**src/rtl/cpu_pkg.sv**
```systemverilog
// Shared CPU datapath constants and the pipeline-stage record type.
// Latency: n/a (types and constants only).
// Backpressure: n/a.
package cpu_pkg;

  localparam int          DATA_W   = 64;
  localparam logic [4:0]  ZERO_REG = 5'd31;

  // One destination-register result travelling down the pipeline.
  typedef struct packed {
    logic              valid;
    logic              reg_write;
    logic              mem_read;
    logic [4:0]        rd;
    logic [DATA_W-1:0] data;
  } stage_t;

endpackage

```
**src/rtl/operand_bypass.sv**
```systemverilog
// Forward mux for one source operand: zero reg, MEM result, WB data, else RF.
// Latency: purely combinational.
// Backpressure: none; a MEM-stage load never forwards here, the top raises a stall.
module operand_bypass #(
  parameter int         DATA_W   = cpu_pkg::DATA_W,
  parameter logic [4:0] ZERO_REG = cpu_pkg::ZERO_REG
) (
  input  logic [4:0]        rs,
  input  logic [DATA_W-1:0] rf_rd,
  input  logic              mem_valid,
  input  logic              mem_reg_write,
  input  logic              mem_mem_read,
  input  logic [4:0]        mem_rd,
  input  logic [DATA_W-1:0] mem_data,
  input  logic              wb_valid,
  input  logic              wb_reg_write,
  input  logic [4:0]        wb_rd,
  input  logic [DATA_W-1:0] wb_data,
  output logic [DATA_W-1:0] op
);

  // Priority select: newest producer wins; load results in MEM are not ready yet.
  always_comb begin
    op = rf_rd;
    if (rs == ZERO_REG) begin
      op = '0;
    end else if (mem_valid && mem_reg_write && !mem_mem_read && (mem_rd == rs)) begin
      op = mem_data;
    end else if (wb_valid && wb_reg_write && (wb_rd == rs)) begin
      op = wb_data;
    end
  end

endmodule

```
**src/rtl/regfile_writeback.sv**
```systemverilog
// EX/MEM and MEM/WB result registers, RF write port, operand forwarding, load-use detect.
// Latency: EX in cycle N writes the RF in cycle N+2; operands/stall are combinational.
// Backpressure: never stalls itself; load_use_stall tells decode to hold and issue bubbles.
module regfile_writeback #(
  parameter int         DATA_W   = cpu_pkg::DATA_W,
  parameter logic [4:0] ZERO_REG = cpu_pkg::ZERO_REG
) (
  input  logic              clk,
  input  logic              reset_n,
  input  logic              ex_valid,
  input  logic              ex_reg_write,
  input  logic              ex_mem_read,
  input  logic [4:0]        ex_rd,
  input  logic [DATA_W-1:0] ex_result,
  input  logic [DATA_W-1:0] mem_load_data,
  input  logic              flush,
  input  logic [4:0]        id_rs1,
  input  logic [4:0]        id_rs2,
  input  logic [DATA_W-1:0] rf_rd1,
  input  logic [DATA_W-1:0] rf_rd2,
  output logic [DATA_W-1:0] op_a,
  output logic [DATA_W-1:0] op_b,
  output logic              load_use_stall,
  output logic [DATA_W-1:0] rf_write_data,
  output logic [4:0]        rf_write_reg,
  output logic              rf_reg_write
);

  cpu_pkg::stage_t   ex_mem_d, ex_mem_q;
  logic              wb_valid_d, wb_valid_q;
  logic              wb_reg_write_d, wb_reg_write_q;
  logic [4:0]        wb_rd_d, wb_rd_q;
  logic [DATA_W-1:0] wb_data_d, wb_data_q;

  // Next-state for both stages; flush only squashes the instruction entering MEM.
  always_comb begin
    ex_mem_d           = '0;
    ex_mem_d.valid     = ex_valid & ~flush;
    ex_mem_d.reg_write = ex_reg_write;
    ex_mem_d.mem_read  = ex_mem_read;
    ex_mem_d.rd        = ex_rd;
    ex_mem_d.data      = ex_result;

    wb_valid_d     = ex_mem_q.valid;
    wb_reg_write_d = ex_mem_q.reg_write;
    wb_rd_d        = ex_mem_q.rd;
    wb_data_d      = ex_mem_q.mem_read ? mem_load_data : ex_mem_q.data;
  end

  // Pipeline registers; reset drops every in-flight write.
  always_ff @(posedge clk or negedge reset_n) begin
    if (!reset_n) begin
      ex_mem_q       <= '0;
      wb_valid_q     <= 1'b0;
      wb_reg_write_q <= 1'b0;
      wb_rd_q        <= '0;
      wb_data_q      <= '0;
    end else begin
      ex_mem_q       <= ex_mem_d;
      wb_valid_q     <= wb_valid_d;
      wb_reg_write_q <= wb_reg_write_d;
      wb_rd_q        <= wb_rd_d;
      wb_data_q      <= wb_data_d;
    end
  end

  // Register file write port straight from MEM/WB; the zero register is never written.
  assign rf_write_data = wb_data_q;
  assign rf_write_reg  = wb_rd_q;
  assign rf_reg_write  = wb_valid_q & wb_reg_write_q & (wb_rd_q != ZERO_REG);

  // A load in MEM has no data yet; any decode read of its destination must wait a cycle.
  assign load_use_stall = ex_mem_q.valid & ex_mem_q.mem_read & ex_mem_q.reg_write &
                          (ex_mem_q.rd != ZERO_REG) &
                          ((ex_mem_q.rd == id_rs1) | (ex_mem_q.rd == id_rs2));

  operand_bypass #(.DATA_W(DATA_W), .ZERO_REG(ZERO_REG)) u_bypass_a (
    .rs            (id_rs1),
    .rf_rd         (rf_rd1),
    .mem_valid     (ex_mem_q.valid),
    .mem_reg_write (ex_mem_q.reg_write),
    .mem_mem_read  (ex_mem_q.mem_read),
    .mem_rd        (ex_mem_q.rd),
    .mem_data      (ex_mem_q.data),
    .wb_valid      (wb_valid_q),
    .wb_reg_write  (wb_reg_write_q),
    .wb_rd         (wb_rd_q),
    .wb_data       (wb_data_q),
    .op            (op_a)
  );

  operand_bypass #(.DATA_W(DATA_W), .ZERO_REG(ZERO_REG)) u_bypass_b (
    .rs            (id_rs2),
    .rf_rd         (rf_rd2),
    .mem_valid     (ex_mem_q.valid),
    .mem_reg_write (ex_mem_q.reg_write),
    .mem_mem_read  (ex_mem_q.mem_read),
    .mem_rd        (ex_mem_q.rd),
    .mem_data      (ex_mem_q.data),
    .wb_valid      (wb_valid_q),
    .wb_reg_write  (wb_reg_write_q),
    .wb_rd         (wb_rd_q),
    .wb_data       (wb_data_q),
    .op            (op_b)
  );

endmodule

```
**config.mk**
```make
export PLATFORM = sky130hd
export DESIGN_NAME = regfile_writeback
export DESIGN_NICKNAME = d
export VERILOG_FILES = /design/src/rtl/cpu_pkg.sv /design/src/rtl/operand_bypass.sv /design/src/rtl/regfile_writeback.sv
export SDC_FILE = /design/constraint.sdc
export NUM_CORES = 1
export LEC_CHECK = 0
export BUFFER_PORTS_ARGS = -buffer_cell sky130_fd_sc_hd__buf_4
export CAP_MARGIN = 25
export CORE_AREA = 2 2 186 188
export CTS_BUF_LIST = sky130_fd_sc_hd__clkbuf_16
export DETAILED_ROUTE_END_ITERATION = 10
export DIE_AREA = 0 0 188 190
export REMOVE_ABC_BUFFERS = 1
export SLEW_MARGIN = 20
export SYNTH_ARGS = -nofsm -noshare
export SYNTH_HDL_FRONTEND = slang
export SYNTH_HIERARCHICAL = 1
export SYNTH_SLANG_ARGS = --single-unit
```
**constraint.sdc**
```tcl
create_clock -name clk -period 2.2 [get_ports clk]
set_input_delay 0.22 -clock clk [delete_from_list [all_inputs] [get_ports clk]]
set_output_delay 0.22 -clock clk [all_outputs]
set_load 0.05 [all_outputs]
```
==> flow_metrics.py, run 1 <==
metrics = {
    "status": {
        "outcome": "finished with violations",
        "violations": "negative setup slack",
    },
    "placement": {
        "port_buffers": 475,
        "gp_routability_congestion": 1.01,
        "place_inst": 1784,
        "dp_hpwl_um": 26200,
    },
    "setup_path": {
        "cp_slowest_cell": "dfrtp_2",
        "crit_family": "buffers and inverters",
        "path_class": "reg -> out",
        "reg2reg_from": "ex_mem_q[69]$_DFF_PN0_",
        "critPathLaunch": "rf_write_reg[3]$_DFF_PN0_",
        "worstPathArrival_ns": 2.50,
        "cpMostUsedCell": "buf_4",
        "critical-path-max-stage-delay_ns": 0.44,
        "ff2ff_setup_slack_ns": 0.67,
        "end_kind": "primary output",
        "critPathLaunchType": "register",
        "r2r_cells": 2,
        "worstPathCellList": "xor2_2 -> nor4_2 -> buf_4 -> and2_4 -> buf_12 -> buf_16 -> nand2_2 -> a31oi_1 -> buf_4",
        "crit_fanout": 8,
        "worstPathRequired_ns": 1.98,
        "critPathBufInv": 4,
        "timing.rr.end": "rf_write_data[4]$_DFF_PN0_",
    },
    "timing": {
        "setup_violations": 128,
        "post-route-period-util": 1.24,
        "finClkSkew_ns": 0.00702,
        "slew_headroom": 0.573,
        "period_minus_slack_ns": 2.72,
        "finalSetupTns_ns": -57.16,
        "rsz0062_at_grt": "true",
        "finalWorstSetupSlack_ns": -0.525,
        "maxSlewViolCount": 0,
        "fmax_mhz": 367,
        "hold_violations": 0,
        "holdWs_ns": 0.0320,
        "worstMarginPinSlew_ns": 0.641,
    },
    "synthesis": {
        "synth_common_cells": "nand2_1 (262), dfrtp_1 (143), a31oi_1 (129), o21ai_1 (92), mux2_2 (64)",
        "async_reset_ff_frac": 1.00,
        "netlist_area_um2": 7630,
        "synth-main-ff-cell": "dfrtp_1",
        "synth_edf_count": 0,
        "synth_top_cells_by_area": "dfrtp_1 (47%), nand2_1 (13%), a31oi_1 (11%), mux2_2 (9.4%), o21ai_1 (6.0%)",
        "synth_cell_types": 22,
        "synth_most_common_cell": "nand2_1",
        "synth.top_cell.area_share": 0.469,
        "ys_seq_area_frac": 0.469,
        "synthCells": 852,
        "ys_warn_count": 6,
        "syn_area_per_cell_um2": 8.96,
        "ys_seq_elements": 143,
        "yosys.area.top_type": "dfrtp_1",
    },
    "cts": {
        "cts_tree": "done",
        "cts-root-buf": "clkbuf_16",
        "clock_latency_ns": 0.45,
        "clk_pin_slew_ns": 0.06,
        "cts.sinks": 143,
        "numCtsBuffers": 17,
        "htreeDepth": 4,
        "cts_buffer_depth": 2,
    },
    "layout": {
        "antenna_cells": 0,
        "nets": 1788,
        "fin_util": 0.456,
        "regMostFlops": "ex_mem_q",
        "largest_reg_flops": 65,
        "syn_to_final_growth_pct": 103,
        "layout-drive-gt1-share": 0.523,
        "finalNonFillerCells": 1976,
    },
    "grt": {
        "antenna_found_initial": 1,
        "grt_pass1_wl_um": 55600,
        "grt_pass1_vias": 9821,
        "gr-total-overflow": 0,
        "grt_max_degree": 65,
        "grt_util_all_layers": 0.202,
    },
    "detailed_routing": {
        "routed_wl_um": 40200,
        "wl_per_cell_um": 20.4,
        "drc": 0,
        "vias": 9582,
        "ant_nets": 0,
        "drtPass1Iterations": 5,
        "drtIter0Drc": 536,
        "vias_per_cell": 4.85,
    },
    "floorplanning": {
        "die_h_um": 190,
        "rows": 68,
        "die_area_um2": 35700,
        "start_util": 0.225,
        "core_um2": 33900,
        "io_pins": 476,
        "die_w_um": 188,
    },
    "min_path": {
        "hold_start": "mem_load_data[3]",
        "hold_path_depth": 2,
        "min_to": "rf_write_data[3]$_DFF_PN0_",
        "hold_class": "in -> reg",
    },
    "pwr": {
        "power.leakage_nw": 7.22,
        "irDropWorstVdd_v": 0.000521,
        "fin_total_pwr_mw": 8.19,
        "power.density_nw_per_um2": 529,
    },
    "run": {
        "drv_cap": 0,
    },
}
==> placed cells by master (no fill, tap or decap), drive strengths merged, types with 5 or more instances in the layout <==
cell / n
clkinv: 8
dlygate4sd3: 135
o21ai: 128
xnor2: 14
mux2: 64
xor2: 16
nand3: 5
and3: 5
nand2: 262
buf: 571
clkbuf: 24
dfrtp: 143
a31oi: 129
==> worst register-to-register path: cells and delay by family (launching register included) <==
kind | cells | cell delay, ns
flip-flops | 1 | 0.44
buffers and inverters | 1 | 0.51
multiplexers | 1 | 0.47
==> where the power goes <==
group          internal [mW]  total [mW]  switching, mW
clock                   1.50        2.62           1.13
sequential              2.80        3.00          0.203
combinational           1.10        2.57           1.47
==> layout make-up <==
cell class	count	area, um^2
multi-input cells	636	4360
flip-flops and latches	143	3590
well taps	455	569
fillers	3152	18500
clock buffers	17	425
repair buffers	713	6460
clock inverters	12	81.3
==> layer usage <==
metal  wire (um)  track usage  vias to the layer above
met5          13            0                        -
met3        2770       0.0555                       94
li1            -            -                     4335
met1       15700        0.231                     4685
met4        1490       0.0963                        2
met2       20300        0.350                      466
==> worst max path at each step <==
stage                           to  slack [ns]  depth (start not counted)
final                     op_a[25]       -0.52                          9
after global routing      op_a[31]       -0.59                          9
after detailed placement  op_b[31]       -0.29                          7
after floorplan            op_a[0]       -1.62                          3
after CTS                 op_b[47]       -0.51                          8
after global placement    op_b[31]       -0.27                          7
==> repair_timing <==
item / in CTS / in global routing
pin swaps: 28 / 69
endpoints found under the setup margin: 128 / 129
buffers inserted: 7 / 5
resized for setup: 100 / 156
hold buffers: 135 / 0
gates cloned: 5 / 11
hold endpoints to repair: 165 / 0
==> stage by stage <==
stage	instance area, um^2	worst slack (ns)
2_1_floorplan	7140	-1.62
3_3_place_gp	12100	-0.267
3_5_place_dp	12100	-0.291
4_1_cts	14500	-0.508
5_1_grt	15500	-0.594
6_report	15500	-0.525
==> cells by family after synthesis <==
family / synth area share
simple gates: 0.146
compound gates: 0.192
flops: 0.469
buf+inv: 0.0643
mux: 0.0945
xor+xnor: 0.0344
Note: power is estimated with default switching activity, not from simulation.
==> run 2, diff against run 1 <==
--- a/config.mk
+++ b/config.mk
@@ -11,6 +11,7 @@
 export CTS_BUF_LIST = sky130_fd_sc_hd__clkbuf_16
 export DETAILED_ROUTE_END_ITERATION = 10
 export DIE_AREA = 0 0 188 190
+export MAX_ROUTING_LAYER = met4
 export REMOVE_ABC_BUFFERS = 1
 export SLEW_MARGIN = 20
 export SYNTH_ARGS = -nofsm -noshare
==> flow_metrics.py, run 2 (synthesized netlist as in run 1, its figures left out) <==
metrics = {
    "setup_path": {
        "critPathLaunchType": "register",
        "ff2ff_setup_slack_ns": 0.61,
        "path_class": "reg -> out",
        "crit_family": "buffers and inverters",
        "end_kind": "primary output",
        "worstPathCellList": "xnor2_2 -> nand4_1 -> or4_4 -> buf_12 -> clkbuf_16 -> buf_6 -> a31oi_1 -> buf_4",
        "critical-path-max-stage-delay_ns": 0.52,
        "worstPathArrival_ns": 2.49,
        "worstPathRequired_ns": 1.98,
        "critPathBufInv": 4,
        "timing.rr.end": "rf_write_data[46]$_DFF_PN0_",
        "r2r_cells": 2,
        "reg2reg_from": "ex_mem_q[69]$_DFF_PN0_",
        "crit_fanout": 7,
        "cp_slowest_cell": "or4_4",
    },
    "cts": {
        "clock_latency_ns": 0.42,
        "cts-root-buf": "clkbuf_16",
        "cts_buffer_depth": 2,
        "numCtsBuffers": 17,
        "htreeDepth": 4,
        "clk_pin_slew_ns": 0.07,
        "cts_tree": "done",
        "cts.sinks": 143,
    },
    "placement": {
        "gp_routability_congestion": 1.01,
        "port_buffers": 475,
        "place_area_um2": 12200,
        "dp_hpwl_um": 26200,
    },
    "layout": {
        "regArea_um2": 3590,
        "fin_area_um2": 14600,
        "nets": 1726,
        "fill_cells": 3269,
        "largest_reg_flops": 65,
        "multi_input_area_um2": 4090,
        "layout_common_cells": "buf_4 (498), nand2_1 (229), dfrtp_1 (138), a31oi_1 (112), o21ai_1 (85)",
        "fin_util": 0.431,
        "regMostFlops": "ex_mem_q",
        "syn_to_final_growth_pct": 92.0,
        "layout_commonest_cell": "buf_4",
        "layout-drive-gt1-share": 0.524,
    },
    "status": {
        "outcome": "finished with violations",
        "violations": "negative setup slack",
    },
    "floorplanning": {
        "rows": 68,
        "start_util": 0.225,
        "core_um2": 33900,
        "die_w_um": 188,
        "die_h_um": 190,
        "io_pins": 476,
        "die_area_um2": 35700,
    },
    "timing": {
        "finClkSkew_ns": 0.0131,
        "rsz0062_at_grt": "true",
        "hold_violations": 0,
        "period_minus_slack_ns": 2.71,
        "post-route-period-util": 1.23,
        "setup_violations": 129,
        "finalWorstSetupSlack_ns": -0.505,
        "fmax_mhz": 370,
        "worstMarginPinSlew_ns": 0.694,
        "slew_headroom": 0.538,
        "maxSlewViolCount": 0,
    },
    "pwr": {
        "internal_power_mw": 5.82,
        "irDropWorstVdd_v": 0.000434,
        "switching_share": 0.327,
        "power.density_nw_per_um2": 590,
        "power.leakage_nw": 6.90,
        "pwr-share-clk": 0.373,
        "fin_total_pwr_mw": 8.65,
        "switchingPower_mw": 2.83,
        "p_seq_frac": 0.345,
        "combPwrFrac": 0.282,
    },
    "detailed_routing": {
        "vias_per_cell": 4.86,
        "routed_wl_um": 38700,
        "vias": 9317,
        "drtIter0Drc": 650,
        "drc": 0,
        "wl_per_cell_um": 20.2,
        "ant_nets": 0,
        "drtPass1Iterations": 6,
    },
    "grt": {
        "gr-total-overflow": 0,
        "grt_pass1_wl_um": 55100,
        "antenna_found_initial": 1,
        "grt_util_all_layers": 0.207,
        "grt_max_degree": 66,
        "grt_pass1_vias": 9471,
    },
    "run": {
        "drv_cap": 0,
    },
    "min_path": {
        "min_to": "rf_write_data[48]$_DFF_PN0_",
        "hold_class": "in -> reg",
        "hold_start": "mem_load_data[48]",
        "hold_path_depth": 2,
    },
}
## run 2: worst register-to-register path, stage by stage (launching register included)
cell and delay [ns]:
dfrtp_4 0.45, buf_4 0.54, mux2_2 0.49
## run 2: through the flow
stage	setup slack, ns	hold slack (ns)	setup TNS [ns]	instances
after detailed placement	-0.292	0.0844	-19.76	1784
after global routing	-0.588	0.00303	-66.65	1917
after floorplan	-1.62	-0.0756	-202.17	779
final	-0.505	0.0269	-54.78	1917
after global placement	-0.295	0.0824	-20.58	1784
after CTS	-0.490	0.000162	-51.16	1901
## run 2: layout make-up
| class | instances | area share |
|---|---|---|
| Sequential cell | 143 | 0.245 |
| Clock buffer | 17 | 0.0290 |
| Multi-Input combinational cell | 636 | 0.279 |
| Clock inverter | 14 | 0.0148 |
| Tap cell | 455 | 0.0389 |
| Antenna cell | 1 | 0.000171 |
| Timing Repair Buffer | 651 | 0.393 |
## run 2: power groups by stage
stage | logic, mW | registers [mW] | clock network [mW]
global placement | 2.22 | 3.01 | 0
floorplan | 0.877 | 3.31 | 0
finish | 2.44 | 2.99 | 3.23
detailed placement | 2.23 | 3.01 | 0
global route | 2.54 | 3.00 | 3.42
CTS | 2.39 | 2.97 | 3.30
## run 2: how the worst max path moves through the flow
stage / from / end / slack [ns] / cells past startpoint
global placement: rf_write_reg[4]$_DFF_PN0_ / op_a[21] / -0.30 / 8
detailed placement: rf_write_reg[4]$_DFF_PN0_ / op_b[31] / -0.29 / 7
floorplan: ex_mem_q[69]$_DFF_PN0_ / op_a[0] / -1.62 / 3
CTS: rf_write_reg[1]$_DFF_PN0_ / op_b[10] / -0.49 / 9
finish: wb_rd_d[4]$_DFF_PN0_ / op_b[40] / -0.51 / 8
global route: wb_rd_d[4]$_DFF_PN0_ / op_b[40] / -0.59 / 8
## run 2: what timing repair did
item | CTS | global route
gates resized for setup | 92 | 83
pin swaps | 28 | 26
hold buffers | 74 | 0
setup endpoints to repair | 128 | 129
endpoints found under the hold margin | 216 | 0
buffers inserted | 8 | 10
gates cloned | 5 | 6
## run 2: metal layers
layer | vias up | track usage | share of wire
met2 | 551 | 0.346 | 0.50
met1 | 4476 | 0.247 | 0.40
li1 | 4216 | - | -
met3 | 74 | 0.0410 | 0.072
met5 | - | - | 0
met4 | 0 | 0.0790 | 0.033
==> run 3, diff against run 2 <==
--- a/config.mk
+++ b/config.mk
@@ -7,10 +7,10 @@
 export LEC_CHECK = 0
 export BUFFER_PORTS_ARGS = -buffer_cell sky130_fd_sc_hd__buf_4
 export CAP_MARGIN = 25
-export CORE_AREA = 2 2 186 188
+export CORE_AREA = 2 2 184 186
 export CTS_BUF_LIST = sky130_fd_sc_hd__clkbuf_16
 export DETAILED_ROUTE_END_ITERATION = 10
-export DIE_AREA = 0 0 188 190
+export DIE_AREA = 0 0 186 188
 export MAX_ROUTING_LAYER = met4
 export REMOVE_ABC_BUFFERS = 1
 export SLEW_MARGIN = 20
==> flow_metrics.py, run 3 (synthesized netlist as in run 1, its figures left out) <==
metrics = {
    "cts": {
        "cts.sinks": 143,
        "clock_latency_ns": 0.43,
        "cts-root-buf": "clkbuf_16",
        "numCtsBuffers": 17,
        "cts_tree": "done",
        "htreeDepth": 4,
        "cts_buffer_depth": 2,
        "clk_pin_slew_ns": 0.06,
    },
    "detailed_routing": {
        "routed_wl_um": 44600,
        "drtIter0Drc": 727,
        "wl_per_cell_um": 22.9,
        "vias_per_cell": 5.03,
        "drtPass1Iterations": 6,
        "ant_nets": 0,
        "vias": 9798,
        "drc": 0,
    },
    "pwr": {
        "pwr-share-clk": 0.371,
        "switching_share": 0.322,
        "internal_power_mw": 5.98,
        "irDropWorstVdd_v": 0.000781,
        "switchingPower_mw": 2.84,
        "p_seq_frac": 0.339,
        "power.density_nw_per_um2": 570,
        "combPwrFrac": 0.290,
        "fin_total_pwr_mw": 8.81,
        "power.leakage_nw": 7.22,
    },
    "layout": {
        "syn_to_final_growth_pct": 103,
        "layout_commonest_cell": "buf_4",
        "fin_area_um2": 15500,
        "layout_common_cells": "buf_4 (469), nand2_1 (234), dfrtp_1 (140), dlygate4sd3_1 (117), a31oi_1 (99)",
        "fill_cells": 3102,
        "largest_reg_flops": 65,
        "regMostFlops": "ex_mem_q",
        "fin_util": 0.467,
        "nets": 1763,
        "finalNonFillerCells": 1947,
        "layout-drive-gt1-share": 0.520,
    },
    "placement": {
        "place_area_um2": 11900,
        "gp_routability_congestion": 0.912,
        "pre_cts_slack_ns": -0.251,
        "port_buffers": 475,
        "place_inst": 1748,
        "dp_hpwl_um": 25900,
    },
    "timing": {
        "maxSlewViolCount": 0,
        "setup_violations": 128,
        "slew_headroom": 0.671,
        "finalSetupTns_ns": -53.60,
        "period_minus_slack_ns": 2.69,
        "hold_violations": 0,
        "finClkSkew_ns": 0.0100,
        "finalWorstSetupSlack_ns": -0.493,
        "holdWs_ns": 0.0317,
        "fmax_mhz": 371,
        "worstMarginPinSlew_ns": 0.494,
        "post-route-period-util": 1.22,
        "rsz0062_at_grt": "true",
    },
    "grt": {
        "grt_util_all_layers": 0.216,
        "gr-total-overflow": 0,
        "antenna_found_initial": 1,
        "grt_pass1_vias": 9685,
        "grt_pass1_wl_um": 55200,
        "grt_max_degree": 67,
    },
    "floorplanning": {
        "rows": 67,
        "die_area_um2": 35000,
        "io_pins": 476,
        "core_um2": 33100,
        "start_util": 0.230,
        "die_w_um": 186,
        "die_h_um": 188,
    },
    "setup_path": {
        "crit_family": "simple AND/OR/NAND/NOR gates",
        "worstPathArrival_ns": 2.47,
        "worstPathCellList": "xor2_1 -> nor4_2 -> and2_4 -> buf_12 -> buf_8 -> nand2_2 -> a31oi_1 -> buf_4",
        "worstPathRequired_ns": 1.98,
        "end_kind": "primary output",
        "critPathLaunchType": "register",
        "critical-path-max-stage-delay_ns": 0.43,
        "cp_slowest_cell": "dfrtp_1",
        "path_class": "reg -> out",
        "critPathBufInv": 3,
        "crit_fanout": 5,
    },
    "min_path": {
        "hold_class": "in -> reg",
    },
    "status": {
        "outcome": "finished with violations",
        "violations": "negative setup slack",
    },
    "run": {
        "drv_cap": 0,
    },
}
run 3: per-layer routing:
layer,track usage,vias to the layer above,wire [um]
met4,0.123,0,2510
li1,-,4298,-
met1,0.242,4691,16800
met5,-,-,0
met3,0.0385,154,3410
met2,0.362,655,21800
run 3: worst reg2reg max path, stage by stage (launching register included):
cell and delay, ns:
dfrtp_4 0.44, buf_4 0.42, buf_12 0.33, mux2_2 0.43
run 3: area by class of cell:
class / instances / area, um^2 / area share
Timing Repair Buffer: 688 / 6400 / 0.414
Multi-Input combinational cell: 636 / 4270 / 0.276
Sequential cell: 143 / 3580 / 0.232
Tap cell: 448 / 561 / 0.0362
Clock buffer: 17 / 425 / 0.0275
Clock inverter: 14 / 221 / 0.0143
Antenna cell: 1 / 2.50 / 0.000162
run 3: final timing paths:
| path | from | to | slack, ns | cells after the start |
|---|---|---|---|---|
| worst min-delay path | mem_load_data[30] | rf_write_data[30]$_DFF_PN0_ | 0.03 | 2 |
| worst max register to register | ex_mem_q[69]$_DFF_PN0_ | rf_write_data[51]$_DFF_PN0_ | 0.47 | 3 |
| worst max-delay path | rf_write_reg[3]$_DFF_PN0_ | op_b[41] | -0.49 | 8 |
| max in group asynchronous | reset_n | rf_write_data[28]$_DFF_PN0_ | 1.18 | 3 |
| worst min register to register | wb_reg_write_d$_DFF_PN0_ | wb_reg_write_q$_DFF_PN0_ | 0.43 | 0 |
| min in group asynchronous | reset_n | ex_mem_q[16]$_DFF_PN0_ | 0.31 | 2 |
run 3: power by group through the flow:
stage	Clock, mW	Sequential [mW]	Combinational, mW
final	3.27	2.99	2.55
after global routing	3.45	3.01	2.65
after CTS	3.35	2.97	2.45
after detailed placement	0	3.01	2.24
after global placement	0	3.01	2.22
after floorplan	0	3.31	0.877
run 3: timing repair:
| item | 4_1_cts | 5_1_grt |
|---|---|---|
| pin swaps | 28 | 37 |
| buffers inserted | 13 | 9 |
| hold buffers | 117 | 0 |
| gates cloned | 5 | 26 |
| setup endpoints to repair | 129 | 129 |
| resized for setup | 61 | 178 |
| endpoints found under the hold margin | 161 | 0 |
